## src/rtl/bitwise_logic_pipe.sv

```systemverilog
// bitwise_logic_pipe
//   Registered bitwise logic unit. Each accepted beat applies one of eight
//   bitwise ops to in1/in2. An accumulate packet instead folds its beats into
//   a single result, using the packet's first op and the running value in
//   place of in2. Each result reaches the output register one cycle after
//   the beat that produces it.
//
// Ports
//   clock, reset_n          clock; asynchronous active-low reset
//   in_valid / in_ready     input beat handshake
//   in1, in2, op            operands and op select
//                           (000 AND, 001 OR, 010 XOR, 011 NAND,
//                            100 NOR, 101 XNOR, 110 ANDN, 111 PASS in1)
//   acc_en, in_last         start an accumulate packet / final beat of one
//   out_valid / out_ready   output handshake
//   out, out_zero           result and its zero flag
//   out_beats               number of beats folded into out
//
// FSM states
//   state | meaning
//   IDLE  | between packets; a beat is either a single op or a packet start
//   ACCUM | inside a packet; folding in1 into acc_q with the latched op_q

module bitwise_logic_pipe #(
  parameter int WIDTH = 32,
  parameter int CNT_W = 8
) (
  input  logic             clock,
  input  logic             reset_n,
  input  logic             in_valid,
  output logic             in_ready,
  input  logic [WIDTH-1:0] in1,
  input  logic [WIDTH-1:0] in2,
  input  logic [2:0]       op,
  input  logic             acc_en,
  input  logic             in_last,
  output logic             out_valid,
  input  logic             out_ready,
  output logic [WIDTH-1:0] out,
  output logic             out_zero,
  output logic [CNT_W-1:0] out_beats
);

  typedef enum logic {
    IDLE  = 1'b0,
    ACCUM = 1'b1
  } state_t;

  localparam logic [CNT_W-1:0] CNT_MAX = '1;
  localparam logic [CNT_W-1:0] CNT_ONE = CNT_W'(1);

  state_t             state_q, state_d;
  logic [WIDTH-1:0]   acc_q, acc_d;
  logic [2:0]         op_q, op_d;
  logic [CNT_W-1:0]   cnt_q, cnt_d;
  logic [CNT_W-1:0]   cnt_inc;

  logic               accept;
  logic               emit;
  logic [CNT_W-1:0]   emit_beats;
  logic [2:0]         op_sel;
  logic [WIDTH-1:0]   opnd_b;
  logic [WIDTH-1:0]   res;

  function automatic logic [WIDTH-1:0] bit_op(input logic [2:0]       sel,
                                              input logic [WIDTH-1:0] a,
                                              input logic [WIDTH-1:0] b);
    logic [WIDTH-1:0] r;
    case (sel)
      3'b000:  r = a & b;
      3'b001:  r = a | b;
      3'b010:  r = a ^ b;
      3'b011:  r = ~(a & b);
      3'b100:  r = ~(a | b);
      3'b101:  r = ~(a ^ b);
      3'b110:  r = a & ~b;
      default: r = a;
    endcase
    return r;
  endfunction

  // Single output stage without skid buffer: a new beat can only enter when
  // the result register is empty or being drained this cycle.
  assign in_ready = !out_valid || out_ready;
  assign accept   = in_valid && in_ready;

  // The counter sticks at its maximum; folding itself is unaffected.
  assign cnt_inc = (cnt_q == CNT_MAX) ? CNT_MAX : cnt_q + CNT_ONE;

  always_ff @(posedge clock or negedge reset_n) begin
    if (!reset_n) begin
      state_q <= IDLE;
      acc_q   <= '0;
      op_q    <= 3'b000;
      cnt_q   <= '0;
    end else begin
      state_q <= state_d;
      acc_q   <= acc_d;
      op_q    <= op_d;
      cnt_q   <= cnt_d;
    end
  end

  always_comb begin
    state_d    = state_q;
    acc_d      = acc_q;
    op_d       = op_q;
    cnt_d      = cnt_q;
    emit       = 1'b0;
    emit_beats = CNT_ONE;

    // Inside a packet the op is frozen and the running value replaces in2.
    op_sel = op;
    opnd_b = in2;
    if (state_q == ACCUM) begin
      op_sel = op_q;
      opnd_b = acc_q;
    end
    res = bit_op(op_sel, in1, opnd_b);

    if (accept) begin
      case (state_q)
        IDLE: begin
          if (!acc_en || in_last) begin
            emit = 1'b1;
          end else begin
            acc_d   = res;
            op_d    = op;
            cnt_d   = CNT_ONE;
            state_d = ACCUM;
          end
        end
        ACCUM: begin
          if (in_last) begin
            emit       = 1'b1;
            emit_beats = cnt_inc;
            acc_d      = '0;
            state_d    = IDLE;
          end else begin
            acc_d = res;
            cnt_d = cnt_inc;
          end
        end
        default: state_d = IDLE;
      endcase
    end
  end

  // A new result always wins over a drain in the same cycle, so out_valid
  // stays high when out_ready coincides with an emitting beat.
  always_ff @(posedge clock or negedge reset_n) begin
    if (!reset_n) begin
      out_valid <= 1'b0;
      out       <= '0;
      out_zero  <= 1'b1;
      out_beats <= '0;
    end else if (emit) begin
      out_valid <= 1'b1;
      out       <= res;
      out_zero  <= (res == '0);
      out_beats <= emit_beats;
    end else if (out_ready) begin
      out_valid <= 1'b0;
    end
  end

endmodule

```

## config.mk

```make
export PLATFORM = sky130hd
export DESIGN_NAME = bitwise_logic_pipe
export DESIGN_NICKNAME = d
export VERILOG_FILES = /design/src/rtl/bitwise_logic_pipe.sv
export SDC_FILE = /design/constraint.sdc
export NUM_CORES = 1
export LEC_CHECK = 0
export CAP_MARGIN = 10
export CORE_UTILIZATION = 55
export DETAILED_ROUTE_END_ITERATION = 10
export GPL_TIMING_DRIVEN = 0
export PLACE_DENSITY = 0.81
export SLEW_MARGIN = 20
export SYNTH_ARGS = -nofsm -noshare
export SYNTH_HDL_FRONTEND = slang
export SYNTH_SLANG_ARGS = --single-unit
```

## constraint.sdc

```tcl
create_clock -name clock -period 6.1 [get_ports clock]
set_input_delay 0.61 -clock clock [delete_from_list [all_inputs] [get_ports clock]]
set_output_delay 0.61 -clock clock [all_outputs]
set_load 0.05 [all_outputs]
```

==> impl_metrics.csv <==
group,metric,value,unit
clock_tree,cts_tree,"built",
detailed_routing,drcViolationCount,0,
floorplanning,start_util,0.567,
global_route,grt-ovfl-total,0,
sta,period_needed,4.05,ns
power_and_ir_drop,peakVddDrop,0.329,mV
place,io_buffers,115,
setup_path,crit_fanout,10,
setup_path,end_kind,"flip-flop",
synthesis,synthMostInstantiatedCell,"nand2_1",
synthesis,synth-edff-count,0,
clock_tree,numCtsBuffers,9,
detailed_routing,routed_wl,24000,µm
synthesis,synth_area_leaders,"dfrtp_1 (28%), ha_1 (16%), nand2_1 (7.1%)",
power_and_ir_drop,power_density,338,nW/µm²
synthesis,yosys_register_bits,86,
synthesis,async_reset_ff_frac,1.00,
synthesis,synthTopCellsByCount,"nand2_1 (144), ha_1 (97), dfrtp_1 (85)",
sta,worst_pin_slew,0.964,ns
sta,clock_skew,0.00575,ns
global_route,antenna_found_initial,0,
sta,finalCritPeriodShare,0.664,
floorplanning,num_io_pins,116,
clock_tree,clockBufferDepth,2,
clock_tree,clock_latency,0.34,ns
sta,slew_violations,0,
setup_path,worstSetupPathType,"flip-flop to flip-flop",
synthesis,yosysTopAreaCell,"dfrtp_1",
clock_tree,cts-root-buf,"clkbuf_16",
clock_tree,hold_buffers,0,
sta,rsz0062_at_grt,"no",
floorplanning,coreArea,13300,µm²
sta,relSlewSlack,0.352,
synthesis,synth_top_cell_area_share,0.281,
floorplanning,die_area,14200,µm²
power_and_ir_drop,p_leak,4.27,nW
finish,area_growth,22.3,%
finish,finalNetCount,1184,
clock_tree,htree_levels,3,
hold_path,min_path_type,"input pin to asynchronous set/reset pin",
synthesis,synthesis.area,7570,µm²
clock_tree,cts_resized,0,
detailed_routing,final_antenna_net_count,0,
synthesis,synth-seq-area-share,0.284,
place,dpl_cell_area,8970,µm²
power_and_ir_drop,clockPowerShare,0.172,
setup_path,cp.arrival,4.31,ns
finish,n_antenna_cell,0,
floorplanning,rows,42,
synthesis,synth.avg_cell_area,8.54,µm²
power_and_ir_drop,swShare,0.461,
sta,holdWs,0.226,ns
detailed_routing,num_vias,7472,
global_route,grt_pass1_wl,37500,µm
finish,fin_util,0.694,
detailed_routing,firstDrtPassIters,7,
synthesis,yosysWarnings,0,
power_and_ir_drop,seqPwrFrac,0.274,
floorplanning,die_w,119,µm
flow_run,drv_cap,0,
power_and_ir_drop,switching_power,1.45,mW
clock_tree,post_cts_buffers,0,
place,hpwl,18200,µm
sta,setup_viol,0,
power_and_ir_drop,power.internal,1.69,mW
detailed_routing,drt_iter0_markers,843,
sta,finalSetupTns,0,ns
floorplanning,dieHeight,119,µm
synthesis,syn_inst,887,
place,gp_congestion,0.969,
setup_path,cp-start-kind,"flip-flop",
clock_tree,path_clk_slew,0.06,ns
detailed_routing,wl_per_cell,20.1,µm
clock_tree,cts_sinks,86,
synthesis,synth_flop_cell,"dfrtp_1",
finish,layout-drive-gt1-share,0.0785,
power_and_ir_drop,power_frac_comb,0.554,
global_route,grt_max_degree,52,
sta,hold_viol,0,
setup_path,critPathRequiredTime,6.36,ns
synthesis,synth.distinct_cells,69,
global_route,grt_pass1_vias,7004,
global_route,track_usage,0.340,
synthesis,synth_fp_nets,1057,
status,status,"finished clean",
detailed_routing,post_drt_via_cell_ratio,6.25,
sta,fmax,247,MHz
finish,stdcell_area,9260,µm²
[cells in the final DEF (no fill, tap or decap), types with 12 or more instances in the layout]
cell type        count
a32oi_1             14
mux2i_1             49
a211oi_1            23
mux2_2              12
nor2_1              47
a21oi_1             22
clkbuf_1            29
a22o_1              17
o211ai_1            22
nand3_1             12
dfrtp_1             85
o21ai_0             71
inv_1               73
ha_1                97
nand2_1            144
a31oi_1             13
buf_2               16
clkdlybuf4s50_1    114
[registers in the layout (all words and copies together) (netlist names)]
signal	count
acc_q	32
state_q	1
out_beats	8
out	32
out_valid	1
out_zero	1
op_q	3
cnt_q	8
[area by class of cell]
type | instances | area [µm²]
Multi-Input combinational cell | 665 | 4780
Fill cell | 1090 | 4090
Sequential cell | 86 | 2150
Timing Repair Buffer | 116 | 1180
Buffer | 63 | 365
Inverter | 73 | 274
Clock buffer | 10 | 229
Tap cell | 176 | 220
Clock inverter | 6 | 62.6
[worst paths after layout]
path / from / slack (ns) / endpoint / cells after the start
max reg2reg: state_q / 2.05 / out_zero / 11
min: reset_n / 0.23 / out[22] / 1
max in group asynchronous: reset_n / 5.23 / out_zero / 2
min in group clock: out[26] / 0.48 / out[26] / 2
max: state_q / 2.05 / out_zero / 11
min reg2reg: out[26] / 0.48 / out[26] / 2
[critical path: stages, from the launching register on]
cell and delay (ns):
dfrtp_1 0.34, buf_6 0.13, buf_8 0.14, clkbuf_1 0.63, mux2i_1 0.53, ha_1 0.35, o211ai_1 0.18, o21ai_0 0.10
a211oi_1 0.66, nand4_1 0.16, or4_1 0.50, o31ai_2 0.24
[per-stage QoR]
| step | setup slack (ns) | power (mW) | cells |
|---|---|---|---|
| floorplan | 3.08 | 1.98 | 887 |
| global route | 1.94 | 3.29 | 1195 |
| global placement | 1.37 | 2.53 | 1178 |
| detailed placement | 2.11 | 2.56 | 1179 |
| CTS | 2.08 | 3.11 | 1195 |
| finish | 2.05 | 3.13 | 1195 |
[power by group through the flow]
stage	Clock, mW	Combinational (mW)	Sequential [mW]
floorplan	0	0.848	1.13
global placement	0	1.67	0.857
detailed placement	0	1.70	0.860
CTS	0.539	1.71	0.854
global route	0.564	1.85	0.874
finish	0.539	1.74	0.857
[per-layer routing]
metal / up-vias / global-route usage / part of all wire
met5: - / 0 / 0
li1: 3421 / - / -
met4: 0 / 0.178 / 0.053
met2: 419 / 0.535 / 0.45
met3: 77 / 0.0426 / 0.080
met1: 3555 / 0.458 / 0.41
[kinds of logic after synthesis]
logic type                 count (synthesis)  share of synthesized area
buffers and inverters                    136                     0.0844
and+or+nand+nor                          246                      0.140
xor gates and xnor gates                   2                    0.00231
adders and majority gates                 97                      0.160
AOI/OAI and AO/OA                        253                      0.233
muxes                                     67                     0.0952
DFF                                       86                      0.284
Note: power is estimated with default switching activity, not from simulation.
